--- src/rtl/instr_sequencer_pkg.sv ---
// seq_pkg: shared state encoding, instruction constants and opcode field helper for instr_sequencer.
package seq_pkg;

    typedef enum logic [1:0] {IDLE, FETCH, EXEC, HALT} state_t;

    localparam logic [31:0] NOP_INSTR   = 32'h0;
    localparam logic [5:0]  HALT_OP_DEF = 6'h3F;
    localparam int          OP_MSB      = 31;
    localparam int          OP_LSB      = 26;

    function automatic logic [5:0] opcode(input logic [31:0] word);
        return word[OP_MSB:OP_LSB];
    endfunction

endpackage

--- src/rtl/instr_sequencer_timer.sv ---
// seq_timer: loadable down-counter; term is high while the count sits at zero.
module seq_timer #(
    parameter int W = 8
) (
    input  logic         clk,
    input  logic         rst,
    input  logic         load,
    input  logic         en,
    input  logic [W-1:0] load_val,
    output logic         term
);

    logic [W-1:0] cnt_q, cnt_d;

    always_comb cnt_d = load ? load_val : (en && cnt_q != '0) ? cnt_q - W'(1) : cnt_q;

    always_ff @(posedge clk) begin
        if (rst) cnt_q <= '0;
        else     cnt_q <= cnt_d;
    end

    assign term = cnt_q == '0;

endmodule

--- src/rtl/instr_sequencer.sv ---
// instr_sequencer: fetches words over req/ack, holds each on the datapath bus for EXEC_CYCLES,
// counts retirements and stops on halt opcode, fetch timeout or PC wrap.
module instr_sequencer
    import seq_pkg::*;
#(
    parameter int          ADDR_W      = 8,
    parameter int          EXEC_CYCLES = 1,
    parameter int          TIMEOUT     = 16,
    parameter logic [5:0]  HALT_OP     = HALT_OP_DEF
) (
    input  logic              clk,
    input  logic              rst,
    input  logic              start,
    output logic              imem_req,
    output logic [ADDR_W-1:0] imem_addr,
    input  logic              imem_ack,
    input  logic [31:0]       imem_data,
    output logic [31:0]       instr,
    output logic              instr_valid,
    input  logic              zero_flag,
    output logic              zf_last,
    output logic [ADDR_W-1:0] pc,
    output logic [15:0]       retired,
    output logic              busy,
    output logic              done,
    output logic              err
);

    localparam int TW = $clog2(TIMEOUT);
    localparam int EW = 4;

    state_t            state_q, state_d;
    logic [ADDR_W-1:0] pc_q, pc_d;
    logic [15:0]       retired_q, retired_d;
    logic [31:0]       instr_q, instr_d;
    logic              zf_q, zf_d, err_q, err_d, valid_q, valid_d, req_q, req_d;
    logic              fetch_term, exec_term;

    // Both timers preload whenever their state is inactive, so they are armed on entry.
    seq_timer #(.W(TW)) u_fetch_timer (
        .clk(clk), .rst(rst), .load(state_q != FETCH), .en(state_q == FETCH),
        .load_val(TW'(TIMEOUT - 1)), .term(fetch_term)
    );

    seq_timer #(.W(EW)) u_exec_timer (
        .clk(clk), .rst(rst), .load(state_q != EXEC), .en(state_q == EXEC),
        .load_val(EW'(EXEC_CYCLES - 1)), .term(exec_term)
    );

    always_comb begin
        state_d   = state_q;
        pc_d      = pc_q;
        retired_d = retired_q;
        zf_d      = zf_q;
        err_d     = err_q;
        case (state_q)
            IDLE, HALT: if (start) begin
                state_d   = FETCH;
                pc_d      = '0;
                retired_d = '0;
                err_d     = 1'b0;
                zf_d      = 1'b0;
            end
            FETCH: if (imem_ack) begin
                state_d = (opcode(imem_data) == HALT_OP) ? HALT : EXEC;
            end else if (fetch_term) begin
                err_d   = 1'b1;
                state_d = HALT;
            end
            EXEC: if (exec_term) begin
                zf_d      = zero_flag;
                retired_d = retired_q + 16'(retired_q != 16'hFFFF);
                err_d     = &pc_q;
                state_d   = (&pc_q) ? HALT : FETCH;
                pc_d      = (&pc_q) ? pc_q : pc_q + ADDR_W'(1);
            end
            default: state_d = IDLE;
        endcase
        req_d   = state_d == FETCH;
        valid_d = state_d == EXEC;
        instr_d = (state_d != EXEC) ? NOP_INSTR : (state_q == FETCH) ? imem_data : instr_q;
    end

    always_ff @(posedge clk) begin
        if (rst) begin
            state_q   <= IDLE;
            pc_q      <= '0;
            retired_q <= '0;
            zf_q      <= 1'b0;
            err_q     <= 1'b0;
            instr_q   <= NOP_INSTR;
            valid_q   <= 1'b0;
            req_q     <= 1'b0;
        end else begin
            state_q   <= state_d;
            pc_q      <= pc_d;
            retired_q <= retired_d;
            zf_q      <= zf_d;
            err_q     <= err_d;
            instr_q   <= instr_d;
            valid_q   <= valid_d;
            req_q     <= req_d;
        end
    end

    assign imem_req    = req_q;
    assign imem_addr   = pc_q;
    assign pc          = pc_q;
    assign instr       = instr_q;
    assign instr_valid = valid_q;
    assign zf_last     = zf_q;
    assign retired     = retired_q;
    assign busy        = state_q == FETCH || state_q == EXEC;
    assign done        = state_q == HALT;
    assign err         = err_q;

endmodule

--- config.mk ---
export PLATFORM = sky130hd
export DESIGN_NAME = instr_sequencer
export DESIGN_NICKNAME = d
export VERILOG_FILES = /design/src/rtl/instr_sequencer_pkg.sv /design/src/rtl/instr_sequencer_timer.sv /design/src/rtl/instr_sequencer.sv
export SDC_FILE = /design/constraint.sdc
export NUM_CORES = 1
export LEC_CHECK = 0
export BUFFER_PORTS_ARGS = -buffer_cell sky130_fd_sc_hd__buf_2
export CORE_UTILIZATION = 45
export CTS_CLUSTER_SIZE = 24
export DETAILED_ROUTE_END_ITERATION = 8
export PLACE_DENSITY = 0.8
export SETUP_SLACK_MARGIN = 0.5
export SYNTH_ARGS = -nofsm -noshare
export SYNTH_HDL_FRONTEND = slang
export SYNTH_SLANG_ARGS = --single-unit
export TNS_END_PERCENT = 30
--- constraint.sdc ---
create_clock -name clk -period 2.65 [get_ports clk]
set_clock_uncertainty 0.05 [all_clocks]
set_input_delay 0.1325 -clock clk [delete_from_list [all_inputs] [get_ports clk]]
set_output_delay 0.1325 -clock clk [all_outputs]
set_load 0.02 [all_outputs]
==> reports/results.tsv <==
stage	metric	value	unit
timing	period_needed	2.11	ns
power	finalPower	2440	µW
timing	rsz0062_at_grt	true	
worst_setup_path	cp_data_arrival_time	2.34	ns
outcome	outcome	finished, final reports clean	
timing	relSlewSlack	0.621	
timing	hold_slack	0.0244	ns
cts	clock_latency	0.35	ns
worst_setup_path	cpPeakStageDelay	0.43	ns
final_layout	antennaDiodeCount	0	
final_layout	syn_to_final_growth	29.4	%
power	p_clk_frac	0.446	
place	portBuffers	106	
yosys	ys.flop_type	dfxtp_1	
yosys	syn_area	3270	µm²
yosys	ys_seq_area_frac	0.428	
power	p_leak	0.00174	µW
yosys	syn_avg_cell_area	9.54	µm²
final_layout	mostFrequentLayoutCells	107 x buf_2, 61 x dfxtp_1, 36 x nor3_1, 32 x mux2i_1, 27 x a21oi_1	
detailed_routing	totalWireLength	7880	µm
worst_setup_path	cp-start-kind	flip-flop	
power	power.internal	1840	µW
timing	worst_slack	0.539	ns
worst_setup_path	crit_slowest_cell	or3_4	
place	dp_cells	522	
floorplan	start_util	0.474	
final_layout	instances_no_fill	550	
floorplan	ios	107	
worst_setup_path	worst-setup-path-type	reg -> reg	
detailed_routing	via_count	3023	
global_route	antenna_found_initial	0	
worst_setup_path	path_buf_inv	1	
detailed_routing	wl_per_cell	14.3	µm
yosys	synth_top_area_share	0.428	
worst_setup_path	path_delay_family	simple AND/OR/NAND/NOR gates	
run	drv_cap	0	
yosys	ys_async_sr_fraction	0	
final_layout	nNetsFinal	494	
place	dp_hpwl	5040	µm
cts	cts_max_path_buffers	2	
power	sequentialPowerShare	0.440	
power	combPwrFrac	0.115	
timing	worst_slew_pin_slew	0.569	ns
power	p_sw_frac	0.249	
global_route	grt-ovfl-total	0	
yosys	syn_inst	343	
final_layout	layout_commonest_cell	buf_2	
global_route	grt_pass1_wl	12200	µm
timing	fin_crit_sh	0.797	
power	p_per_area	577	nW/µm²
detailed_routing	antenna_left	0	
timing	hold_viol	0	
cts	htreeDepth	3	
place	place_congestion	0.801	
cts	clock-sinks	70	
yosys	ys_ff_latch	70	
timing	setup_tns	0	ns
yosys	synth_edf_count	0	
yosys	yosysTopAreaCell	dfxtp_1	
global_route	grt_max_degree	38	
detailed_routing	drt-initial-drc-count	131	
yosys	synth_area_leaders	dfxtp_1 43%, mux2i_1 9.8%, nor3_1 5.7%	
floorplan	die_h	87.3	µm
floorplan	die_x	87.3	µm
floorplan	fp.dieArea	7620	µm²
worst_setup_path	required	2.88	ns
detailed_routing	first_pass_iters	4	
yosys	ys_warn_count	0	
floorplan	num_rows	30	
worst_setup_path	end_kind	flip-flop	
cts	root_buffer	clkbuf_8	
yosys	synth_fp_nets	388	
final_layout	drive_gt1_frac	0.374	
global_route	grt_pass1_vias	2779	
cts	clk_pin_slew	0.09	ns
global_route	grt_usage	0.201	
worst_setup_path	cp_max_fo	6	
timing	slew_viol_final	0	
timing	fmax	474	MHz
cts	cts_tree	built	
floorplan	design.core.area	6910	µm²
cts	cts_buffers	9	
min_path	hold_path.class	in -> reg	
detailed_routing	drc	0	
place	post-place-ws	0.349	ns
timing	setup_viol	0	
detailed_routing	via_per_inst	5.50	
worst_setup_path	path_cells	and4_4 > nand4_1 > or3_4 > ha_1 > o211ai_1 > buf_4 > o21ai_0 > a21oi_1	
power	vdd_drop_max	0.315	mV
yosys	yosysUniqueCellTypes	53	
power	p_switching	609	µW
-- worst min-delay path: stages --
cell and delay [ns]:
buf_2 0.08, mux2i_1 0.05, nor3_1 0.11
-- layout make-up --
cell class,count,area [µm²]
flip-flops and latches,70,1420
multi-input cells,233,1730
inverters,13,52.6
well taps,96,120
clock inverters,6,115
repair buffers,122,658
fillers,597,2670
clock buffers,10,138
-- logic make-up after synthesis --
family                     count (synthesis)  share of synthesized area
AOI/OAI and AO/OA                         71                      0.149
xor gates and xnor gates                   5                     0.0134
adders and majority gates                  8                     0.0306
buffers and inverters                     41                     0.0673
DFF                                       70                      0.428
muxes                                     35                      0.108
and+or+nand+nor                          113                      0.203
-- path summary, 6_finish.rpt --
| kind | start | end | slack [ns] | cells past startpoint |
|---|---|---|---|---|
| max | retired[7] | retired[3] | 0.54 | 8 |
| min | imem_data[11] | instr[11] | 0.02 | 3 |
| max reg2reg | retired[7] | retired[3] | 0.54 | 8 |
| min reg2reg | retired[8] | retired[8] | 0.43 | 2 |
-- cells in the mapped netlist (all sizes together) (2+ instances only) --
library cell	instances
nor3b	3
clkbuf	10
dfxtp	70
ha	8
or3b	2
nand2	11
o311ai	2
and3	2
a22o	2
buf	18
mux2i	32
o211ai	3
o41ai	4
o31ai	13
or3	5
nand4	5
nand2b	2
nor3	38
xnor2	4
mux2	3
or4	14
a21oi	27
o21ai	11
inv	13
nand4b	2
nor2	12
nand3	9
and4	3
o2111ai	2
-- sequential cells by signal (all words and copies together), names as in the netlist --
signal               count
imem_req                 1
retired                 16
err                      1
instr                   32
u_exec_timer.cnt_q       4
zf_last                  1
imem_addr                8
instr_valid              1
u_fetch_timer.cnt_q      4
state_q                  2
-- per-stage QoR --
| step | utilization | cell area, µm² |
|---|---|---|
| final | 0.613 | 4240 |
| after floorplan | - | 3280 |
| after detailed placement | 0.551 | 3800 |
| after CTS | 0.596 | 4110 |
| after global placement | 0.551 | 3800 |
| after global routing | 0.613 | 4240 |
-- routing by layer --
metal,global-route usage,share of wire,vias to the layer above
met5,0,0,-
met3,0.0464,0.062,14
met4,0.0924,0.019,0
met2,0.337,0.48,106
met1,0.244,0.44,1416
li1,-,-,1487
-- timing repair --
item / 4_1_cts / 5_1_grt
setup buffers: 4 / 5
pin swaps: 1 / 1
hold endpoints to repair: 1 / 0
gates resized for setup: 4 / 25
setup endpoints to repair: 54 / 57
hold buffers: 1 / 0
cloned: 0 / 2
-- power groups by stage --
stage | combinational, µW | clock, µW | sequential (µW)
final | 280 | 1090 | 1070
after global routing | 306 | 1150 | 1080
after CTS | 266 | 1110 | 1080
after detailed placement | 261 | 0 | 1100
after global placement | 256 | 0 | 1100
after floorplan | 187 | 0 | 1100
(Power assumes the default switching activity.)
